`src/rtl/gfx_mem_arbiter.sv`:
```
// Round-robin arbiter between the drawing engines and a single-port frame-buffer SRAM.
// Requests are issued in acceptance order. Read data is broadcast to all engines with a one-hot tag.
module gfx_mem_arbiter #(
    parameter  int unsigned NUM_ENG = 5,
    parameter  int unsigned ADDR_W  = 16,
    parameter  int unsigned DATA_W  = 32,
    localparam int unsigned WBEN_W  = DATA_W / 8
) (
    input  logic                        clk,
    input  logic                        rst,
    input  logic [NUM_ENG*DATA_W-1:0]   eng_in_data,
    input  logic [NUM_ENG*ADDR_W-1:0]   eng_in_addr,
    input  logic [NUM_ENG*WBEN_W-1:0]   eng_in_wben,
    input  logic [NUM_ENG-1:0]          eng_in_op,
    input  logic [NUM_ENG-1:0]          eng_in_rts,
    output logic [NUM_ENG-1:0]          eng_out_rtr,
    output logic                        mem_en,
    output logic                        mem_we,
    output logic [ADDR_W-1:0]           mem_addr,
    output logic [DATA_W-1:0]           mem_wdata,
    output logic [WBEN_W-1:0]           mem_wben,
    input  logic [DATA_W-1:0]           mem_rdata,
    output logic [DATA_W-1:0]           bcast_out_data,
    output logic                        bcast_out_xfc,
    output logic [NUM_ENG-1:0]          bcast_out_sel
);

    localparam int unsigned PTR_W = (NUM_ENG > 1) ? $clog2(NUM_ENG) : 1;

    logic [PTR_W-1:0]   rr_ptr;
    logic [PTR_W-1:0]   ptr_nxt;
    logic [PTR_W-1:0]   grant_idx;
    logic               grant_vld;
    logic [NUM_ENG-1:0] grant_oh;
    int unsigned        cand;
    logic [PTR_W-1:0]   cand_idx;

    logic [DATA_W-1:0]  data_arr [NUM_ENG];
    logic [ADDR_W-1:0]  addr_arr [NUM_ENG];
    logic [WBEN_W-1:0]  wben_arr [NUM_ENG];

    logic [DATA_W-1:0]  sel_data;
    logic [ADDR_W-1:0]  sel_addr;
    logic [WBEN_W-1:0]  sel_wben;
    logic               sel_op;

    logic [NUM_ENG-1:0] s1_tag;
    logic               s2_vld;
    logic [NUM_ENG-1:0] s2_tag;

    // Unpack the per-engine request slices.
    for (genvar i = 0; i < NUM_ENG; i++) begin : g_slice
        assign data_arr[i] = eng_in_data[i*DATA_W +: DATA_W];
        assign addr_arr[i] = eng_in_addr[i*ADDR_W +: ADDR_W];
        assign wben_arr[i] = eng_in_wben[i*WBEN_W +: WBEN_W];
    end

    // First requester at or above rr_ptr, wrapping; nothing is granted during reset.
    always_comb begin
        grant_vld = 1'b0;
        grant_idx = '0;
        cand      = 0;
        cand_idx  = '0;
        for (int unsigned k = 0; k < NUM_ENG; k++) begin
            cand = 32'(rr_ptr) + k;
            if (cand >= NUM_ENG) begin
                cand = cand - NUM_ENG;
            end
            cand_idx = PTR_W'(cand);
            if (!grant_vld && eng_in_rts[cand_idx]) begin
                grant_vld = 1'b1;
                grant_idx = cand_idx;
            end
        end
        if (rst) begin
            grant_vld = 1'b0;
        end
    end

    assign grant_oh    = grant_vld ? (NUM_ENG'(1) << grant_idx) : '0;
    assign eng_out_rtr = grant_oh;

    assign ptr_nxt  = (grant_idx == PTR_W'(NUM_ENG - 1)) ? '0 : grant_idx + PTR_W'(1);
    assign sel_data = data_arr[grant_idx];
    assign sel_addr = addr_arr[grant_idx];
    assign sel_wben = wben_arr[grant_idx];
    assign sel_op   = eng_in_op[grant_idx];

    // Round-robin pointer moves just past the engine that transferred.
    always_ff @(posedge clk or posedge rst) begin
        if (rst) begin
            rr_ptr <= '0;
        end else if (grant_vld) begin
            rr_ptr <= ptr_nxt;
        end
    end

    // Request stage: the accepted request drives the SRAM port on the next cycle.
    always_ff @(posedge clk or posedge rst) begin
        if (rst) begin
            mem_en    <= 1'b0;
            mem_we    <= 1'b0;
            mem_addr  <= '0;
            mem_wdata <= '0;
            mem_wben  <= '0;
            s1_tag    <= '0;
        end else begin
            mem_en <= grant_vld;
            mem_we <= grant_vld & sel_op;
            if (grant_vld) begin
                mem_addr  <= sel_addr;
                mem_wdata <= sel_op ? sel_data : '0;
                mem_wben  <= sel_op ? sel_wben : '0;
                s1_tag    <= grant_oh;
            end
        end
    end

    // Return stage: SRAM read data arrives one cycle after the strobe and is broadcast the cycle after.
    always_ff @(posedge clk or posedge rst) begin
        if (rst) begin
            s2_vld         <= 1'b0;
            s2_tag         <= '0;
            bcast_out_data <= '0;
            bcast_out_xfc  <= 1'b0;
            bcast_out_sel  <= '0;
        end else begin
            s2_vld <= mem_en & ~mem_we;
            if (mem_en) begin
                s2_tag <= s1_tag;
            end
            bcast_out_xfc <= s2_vld;
            bcast_out_sel <= s2_vld ? s2_tag : '0;
            if (s2_vld) begin
                bcast_out_data <= mem_rdata;
            end
        end
    end

endmodule

```
`config.mk`:
```
export PLATFORM = sky130hd
export DESIGN_NAME = gfx_mem_arbiter
export DESIGN_NICKNAME = d
export VERILOG_FILES = /design/src/rtl/gfx_mem_arbiter.sv
export SDC_FILE = /design/constraint.sdc
export NUM_CORES = 1
export LEC_CHECK = 0
export CAP_MARGIN = 30
export CORE_ASPECT_RATIO = 0.8
export CORE_MARGIN = 5
export CORE_UTILIZATION = 35
export CTS_BUF_LIST = sky130_fd_sc_hd__clkbuf_2
export CTS_CLUSTER_SIZE = 10
export DETAILED_ROUTE_END_ITERATION = 10
export GPL_TIMING_DRIVEN = 0
export PLACE_DENSITY_LB_ADDON = 0.1
export SYNTH_ARGS = -nofsm -noshare
export SYNTH_HDL_FRONTEND = slang
export SYNTH_SLANG_ARGS = --single-unit
export TNS_END_PERCENT = 10
```
`constraint.sdc`:
```
create_clock -name clk -period 6.4 [get_ports clk]
set_clock_uncertainty 0.2 [all_clocks]
set_input_delay 0.64 -clock clk [delete_from_list [all_inputs] [get_ports clk]]
set_output_delay 0.64 -clock clk [all_outputs]
set_load 0.005 [all_outputs]
```
After elaboration in Yosys (flattened, before gate mapping)
Cells that the tools add are included.
{"block": "totals", "reg_bits": 106}
{"block": "op_classes", "n_reduce_logical": 8, "n_mux": 42, "order_cmp": 12, "shift": 1, "bitwise_logic": 4, "add_sub_neg": 10, "eq_ne": 1}
{"operator": "$bmux W32 S3", "n": 1}
{"operator": "$mux W32", "n": 3}
{"operator": "$bmux W16 S3", "n": 1}
{"operator": "$mux W3", "n": 11}
{"operator": "$mux W16", "n": 2}
{"operator": "$lt A3 B4 Y1 const B", "n": 6}
{"operator": "$bmux W1 S3", "n": 6}
{"operator": "$ge A4 B3 Y1 const B", "n": 4}
{"operator": "$sub A3 B3 Y3 const B", "n": 5}
{"operator": "$bmux W4 S3", "n": 1}
{"operator": "$mux W1", "n": 12}
{"operator": "$mux W4", "n": 3}
{"operator": "$mux W5", "n": 2}
{"operator": "$add A3 B2 Y4 const B", "n": 2}
{"operator": "$shl A1 B3 Y5 const A", "n": 1}
{"operator": "$add A3 B1 Y4 const B", "n": 1}
{"operator": "$add A3 B3 Y4 const B", "n": 1}
{"operator": "$ge A4 B4 Y1 const B", "n": 1}
{"operator": "$logic_and A1 B1 Y1", "n": 4}
{"operator": "$logic_not A1 Y1", "n": 4}
{"operator": "$not A3 Y4", "n": 1}
{"operator": "$add A3 B1 Y3 const B", "n": 1}
{"operator": "$eq A3 B3 Y1 const B", "n": 1}
{"operator": "$ge A3 B3 Y1 const B", "n": 1}
{"operator": "other kinds (2)", "n": 3}

Depth between registers and ports, before layout
Gate-level depths: netlist of the first run.
{"block": "logic_depth", "depth_word": 22, "mapped_depth": 21, "mapped_depth_nobuf": 16}

Least setup slack after synthesis of the first run
No wires, ideal clock.
{"block": "synth_path", "kind": "input to output", "from": "in rst", "to": "out eng_out_rtr[0]", "required_ns": 5.560, "t_arrival_ns": 4.202, "setup_slack_ns": 1.358, "path_stages": 5, "path_cell_list": "inv_1 o21ai_0 buf_2 nor2_1 and2_1"}
{"block": "synth_via", "elab_chain_len": 2}
{"element": "from (decl)", "line_no": "10", "text": "input logic rst,"}
{"element": "$mux W1", "line_no": "75", "text": "if (rst) begin"}
{"element": "$mux W5", "line_no": "80", "text": "assign grant_oh = grant_vld ? (NUM_ENG'(1) << grant_idx) : '0;"}
{"element": "to (decl)", "line_no": "16", "text": "output logic [NUM_ENG-1:0] eng_out_rtr,"}
No other way between the ends.

Final worst setup path of the first run
{"block": "layout_path", "from": "reg rr_ptr[0]", "to": "out eng_out_rtr[4]"}
{"block": "layout_via", "elab_chain_len": 19, "word_cells_on_any_way": 50, "classes_between": "9 x add/sub; 5 x order compare; 1 x shift; 27 x mux; 8 x reduce/logical"}
{"element": "from (decl)", "line_no": "30", "text": "logic [PTR_W-1:0] rr_ptr;"}
{"element": "from (signal assigned)", "line_no": "94", "text": "rr_ptr <= ptr_nxt;"}
{"element": "parallel branches: the longest is 18 deep, another holds $add A3 B1 Y4"}
{"element": "$mux W5 *", "line_no": "80"}
Every way passes the cells marked *. The select of a mux whose other input is x is not followed.

==> summary.txt, run 1 <==
Layout
  • Nets: 1424
  • Most common cell after layout, fill and taps aside: clkdlybuf4s50_1
  • Layout cells sized above 1: 0.147
  • Fin area: 11900 sq um
  • Area grow syn2layout: 63.0%
  • Commonest cells after routing, fill and taps aside: 398 x clkdlybuf4s50_1, 105 x dfrtp_1, 83 x nand2_1

Drt
  • Routed wl met3: 2430 um
  • Final antenna-violating net count: 0
  • WL met2: 14900 um
  • Initial DRC count: 444
  • Via count: 7233
  • Vias per cell: 5.24
  • Drt pass-1 iters: 5
  • Routed wire per std cell: 21.6 um
  • DRC Markers: 0
  • Metal-1 WL: 11700 um
  • Routed WL: 29900 um
  • Top Layer Used: met4

Clock network
  • Worst-path clk slew: 0.36 ns
  • Longest Clk Path Bufs: 2
  • Htree depth: 3
  • CTS tree: yes
  • Clock Latency Late Sink: 0.63 ns
  • CTS root buf: clkbuf_2
  • CTS buffer count: 9
  • CTS Sinks: 106

Floorplanning
  • Die footprint: 23800 sq um
  • Core Region: 20600 sq um
  • Chip width: 171 um
  • Die span in y: 139 um
  • Initial core utilization: 0.353
  • Io pins: 401
  • Row cnt: 47

Synthesis
  • Area leader, netlist: dfrtp_1
  • Post-synthesis sequential area ratio: 0.365
  • Cell variety after synth: 66
  • Synthesized area: 7270 sq um
  • Post-Syn Area per Cell: 10.5 sq um
  • Largest cells by area after synthesis: dfrtp_1 36%, mux2i_1 10%, mux2_2 6.7%, mux4_2 5.6%, o31ai_2 5.0%
  • Ys flop type: dfrtp_1
  • Yosys reg bits: 106
  • Post-synth EDFFs: 0
  • Mapped Cells: 694
  • Synth Net Count: 1012
  • Yosys top cell area share: 0.365
  • Asr flop ratio synth: 1.00
  • Yosys warning count: 0

GRT
  • Number of global-route vias before repair: 7440
  • Global-route wire length before repair: 43800 um
  • GRT Util Overall: 0.239
  • Initial antenna violation count: 1
  • Total grt overflow: 0
  • Largest net degree at the start of global routing: 68

Worst setup path
  • Worst setup startpoint: rr_ptr[0]$_DFFE_PP0P_
  • CP Max Fanout: 20
  • WP data required: 5.56 ns
  • Critical path class: flip-flop to primary output
  • Reg2reg start: rr_ptr[0]$_DFFE_PP0P_
  • R2R setup slack: 1.42 ns
  • Reg2reg end: mem_addr[3]$_DFFE_PP0P_
  • Critical path arrival: 5.32 ns
  • Worst setup SP type: flip-flop
  • Worst Reg2Reg Path Length in Cells: 18
  • Worst setup EP type: primary output
  • CP Capture Point: eng_out_rtr[4]

Timing
  • Worst Max-Slew Pin Slew: 0.713 ns
  • Final setup fails: 0
  • Unrepaired setup endpoints after global routing: true
  • Slew Limit Fails: 0
  • Slew headroom: 0.525
  • Post-layout min period: 6.16 ns
  • Hold Vio Cnt, Final: 0
  • Post-route clock period utilization: 0.962
  • Min Hold Slack: 0.117 ns
  • Fmax: 162 MHz

Outcome
  • Outcome: completed

Placement
  • PortBufs: 399
  • Final Wtd Congestion: 0.931
  • DP HPWL: 24800 um
  • Area after DPL: 11600 sq um

Worst hold path
  • Worst hold path type: input port to async pin

Job
  • Max-Cap Viols: 0
how the worst min path moves through the flow:
| stage | from | end | slack [ns] | cells past startpoint |
|---|---|---|---|---|
| CTS | rst | bcast_out_data[11]$_DFFE_PP0P_ | 0.09 | 2 |
| global placement | s2_vld$_DFF_PP0_ | bcast_out_xfc$_DFF_PP0_ | 0.16 | 0 |
| detailed placement | s2_vld$_DFF_PP0_ | bcast_out_xfc$_DFF_PP0_ | 0.16 | 0 |
| finish | rst | bcast_out_data[14]$_DFFE_PP0P_ | 0.12 | 2 |
| floorplan | s2_vld$_DFF_PP0_ | bcast_out_xfc$_DFF_PP0_ | 0.15 | 0 |
| global route | rst | bcast_out_data[14]$_DFFE_PP0P_ | 0.09 | 2 |
through the flow:
step	worst slack [ns]	util	cells	TNS [ns]
after floorplan	1.36	-	694	0
after global placement	-1.76	0.564	1362	-33.82
after detailed placement	0.132	0.565	1363	0
after CTS	0.0229	0.572	1377	0
after global routing	-0.0613	0.576	1381	-0.0613
final	0.240	0.576	1381	0
final cells by class:
cell class              instances  area [sq um]
clock buffers                   9          45.0
plain buffers                  55           338
multi-input cells             520          4300
fillers                      1891          8730
repair buffers                403          4050
well taps                     269           337
diodes                          1          2.50
flip-flops and latches        106          2650
inverters                      11          47.5
clock inverters                 7          80.1
cell families after synthesis:
logic type | count (synthesis) | synth area share
buffers and inverters | 68 | 0.0513
and+or+nand+nor | 205 | 0.133
adders and majority gates | 14 | 0.0251
muxes | 136 | 0.226
DFF | 106 | 0.365
xor gates and xnor gates | 3 | 0.00361
AOI/OAI and AO/OA | 162 | 0.196
registers in the layout (all words and copies together), names as in the netlist, 3 cells and up:
register,count
bcast_out_data,32
mem_wdata,32
s2_tag,5
mem_wben,4
s1_tag,5
mem_addr,16
bcast_out_sel,5
rr_ptr,3
synthesized netlist by cell type, drive strengths merged (2+ instances only):
master and number:
o22ai 3, inv 11, or2 4, a21boi 3, a21oi 10, and3b 3
clkbuf 20, buf 37, nor4 2, a221o 36, nand3 7, o21ai 16
o211ai 4, nor3b 2, a211o 2, xnor2 2, mux2 43, nand2 83
nor2 52, or3 3, o2111ai 2, nor3 7, ha 13, a22oi 16
nor4b 2, and3 3, and2 14, mux4 18, o21a 3, o31ai 40
nand2b 9, or3b 3, a2bb2oi 2, dfrtp 106, mux2i 75, a211oi 7
a31o 2, a21o 6, nor2b 7, o221ai 3
layer usage:
layer / track usage / vias up
met1: 0.286 / 3443
met5: 0 / -
met4: 0.0729 / 0
li1: - / 3434
met3: 0.0607 / 39
met2: 0.421 / 317
repair_timing:
item	in CTS	in global routing
pin swaps	0	0
endpoints found under the hold margin	0	0
setup buffers	0	3
hold buffers	0	0
gates resized for setup	8	13
endpoints found under the setup margin	5	5
worst max-delay path, stage by stage, from the launching register on:
cell and delay (ns):
dfrtp_1 0.47, clkbuf_4 0.24, clkinvlp_4 0.12, ha_1 0.24, ha_1 0.33, clkbuf_2 0.23
o22ai_4 0.22, o22ai_1 0.19, or2_1 0.26, or2_1 0.30, or3_1 0.43, o21ai_2 0.08
buf_6 0.23, buf_8 0.23, ha_1 0.20, and2_1 0.17, and2_1 0.17, clkdlybuf4s50_1 0.61
Power of run 1 is not shown: default switching activity piles up to over one toggle a cycle in this logic, so the estimate is an artifact.
==> inputs of run 2 (changes only) <==
--- a/config.mk
+++ b/config.mk
@@ -7,10 +7,9 @@
 export LEC_CHECK = 0
 export CAP_MARGIN = 30
-export CORE_ASPECT_RATIO = 0.8
-export CORE_MARGIN = 5
-export CORE_UTILIZATION = 35
+export CORE_AREA = 2 2 156 158
 export CTS_BUF_LIST = sky130_fd_sc_hd__clkbuf_2
 export CTS_CLUSTER_SIZE = 10
 export DETAILED_ROUTE_END_ITERATION = 10
+export DIE_AREA = 0 0 158 160
 export GPL_TIMING_DRIVEN = 0
 export PLACE_DENSITY_LB_ADDON = 0.1
==> constraint.sdc (replaced) <==
create_clock -name clk -period 6.4 [get_ports clk]
set_clock_uncertainty 0.2 [all_clocks]
set_input_delay 1.28 -clock clk [delete_from_list [all_inputs] [get_ports clk]]
set_output_delay 1.28 -clock clk [all_outputs]
set_load 0.005 [all_outputs]
==> run 2 against run 1 <==
  * Die area up 6.3%
  * Cell area up 2.0%
  * Worst hold slack better by 0.10 ns
  * Critical path type is now input port to primary output
  * Critical endpoint is now eng_out_rtr[0]
==> summary.txt, run 2 (synthesis gave the netlist of run 1 again) <==
Clock network
  • CTS buffer count: 9
  • Htree depth: 3
  • Worst-path clk slew: 0.29 ns
  • CTS Sinks: 106
  • CTS root buf: clkbuf_2
  • CTS Hold Buffers Added: 0
  • Clock Latency Late Sink: 0.58 ns
  • Longest Clk Path Bufs: 2
  • CTS tree: yes

Drt
  • Final antenna-violating net count: 0
  • Vias per cell: 5.01
  • Via count: 7244
  • Initial DRC count: 403
  • DRC Markers: 0
  • Routed WL: 29700 um
  • Routed wire per std cell: 20.6 um
  • Drt pass-1 iters: 5

Worst setup path
  • Worst setup SP type: input port
  • R2R setup slack: 1.39 ns
  • Reg2reg end: mem_wdata[19]$_DFFE_PP0P_
  • WP data required: 4.92 ns
  • Critical path class: input port to primary output
  • Worst setup EP type: primary output
  • Worst setup startpoint: eng_in_rts[2]
  • Reg2reg start: rr_ptr[0]$_DFFE_PP0P_
  • Critical path arrival: 4.90 ns
  • CP Max Fanout: 10
  • Worst Reg2Reg Path Length in Cells: 15

Worst hold path
  • Worst hold path depth: 0
  • Hold Path End: bcast_out_xfc$_DFF_PP0_
  • Worst hold path type: flip-flop to flip-flop
  • Hold Path Origin: s2_vld$_DFF_PP0_

Layout
  • Most common cell after layout, fill and taps aside: clkdlybuf4s50_1
  • Area grow syn2layout: 66.2%
  • Largest registers: bcast_out_data: 32 flops, mem_wdata: 32 flops, mem_addr: 16 flops
  • Commonest cells after routing, fill and taps aside: 396 x clkdlybuf4s50_1, 105 x dfrtp_1, 83 x nand2_1
  • Nets: 1433
  • Fin area: 12100 sq um
  • Layout cells sized above 1: 0.160

Job
  • Max-Cap Viols: 0

Timing
  • Slew headroom: 0.523
  • Worst Max-Slew Pin Slew: 0.716 ns
  • Post-route clock period utilization: 0.998
  • Final setup fails: 0
  • Fmax: 157 MHz
  • Slew Limit Fails: 0
  • Post-layout min period: 6.38 ns
  • Final WS setup: 0.0152 ns
  • Unrepaired setup endpoints after global routing: true
  • Hold Vio Cnt, Final: 0

Placement
  • DP HPWL: 23500 um
  • PortBufs: 399
  • Pre-CTS setup slack: -1.03 ns
  • Final Wtd Congestion: 0.917
  • Area after DPL: 11700 sq um

Floorplanning
  • Core Region: 23800 sq um
  • Io pins: 401
  • Row cnt: 57
  • Initial core utilization: 0.305
  • Die footprint: 25300 sq um
  • Chip width: 158 um
  • Die span in y: 160 um

GRT
  • Number of global-route vias before repair: 7334
  • Global-route wire length before repair: 43900 um
  • Initial antenna violation count: 2
  • GRT Util Overall: 0.229
  • Largest net degree at the start of global routing: 66
  • Total grt overflow: 0

Outcome
  • Outcome: completed
run 2: cell type report:
cell class | instances | area [sq um]
Buffer | 53 | 349
Tap cell | 324 | 405
Multi-Input combinational cell | 520 | 4350
Inverter | 11 | 50.0
Timing Repair Buffer | 414 | 4180
Clock buffer | 9 | 45.0
Clock inverter | 6 | 52.6
Antenna cell | 2 | 5.00
Fill cell | 2254 | 11700
Sequential cell | 106 | 2650
run 2: critical path: stages:
cell and delay [ns]:
clkdlybuf4s50_1 0.56, mux4_2 0.53, mux2_2 0.28, and2_4 0.17
or2_1 0.25, or2_4 0.26, or2_4 0.29, o21ai_1 0.27
buf_4 0.26, nor2_4 0.06, and2_1 0.22, clkdlybuf4s50_1 0.48
run 2: layer usage:
| metal | vias to the layer above | global-route usage | wire [um] |
|---|---|---|---|
| met1 | 3491 | 0.293 | 12100 |
| li1 | 3448 | - | - |
| met2 | 266 | 0.391 | 14600 |
| met5 | - | 0 | 0 |
| met3 | 39 | 0.0448 | 2290 |
| met4 | 0 | 0.0672 | 662 |
run 2: through the flow:
| stage | utilization | hold WS [ns] | cells | setup TNS [ns] |
|---|---|---|---|---|
| after detailed placement | 0.491 | 0.163 | 1418 | -4.38 |
| after CTS | 0.504 | 0.219 | 1437 | -0.288 |
| after global routing | 0.507 | 0.248 | 1444 | -0.223 |
| after global placement | 0.490 | 0.158 | 1417 | -82.29 |
| after floorplan | - | 0.152 | 694 | 0 |
| final | 0.507 | 0.219 | 1445 | 0 |
run 2: how the worst max path moves through the flow:
stage,endpoint,slack (ns),cells after the start
2_1_floorplan,eng_out_rtr[0],0.08,5
3_3_place_gp,eng_out_rtr[0],-2.94,7
3_5_place_dp,eng_out_rtr[3],-1.03,15
4_1_cts,eng_out_rtr[1],-0.13,14
5_1_grt,eng_out_rtr[0],-0.09,14
6_report,eng_out_rtr[0],0.02,12
run 2: timing repair:
action / in CTS / in global routing
cloned: 2 / 0
gates resized for setup: 32 / 14
pin swaps: 1 / 3
endpoints found under the setup margin: 5 / 5
setup buffers: 6 / 6
Power of run 2 is left out for the same reason.
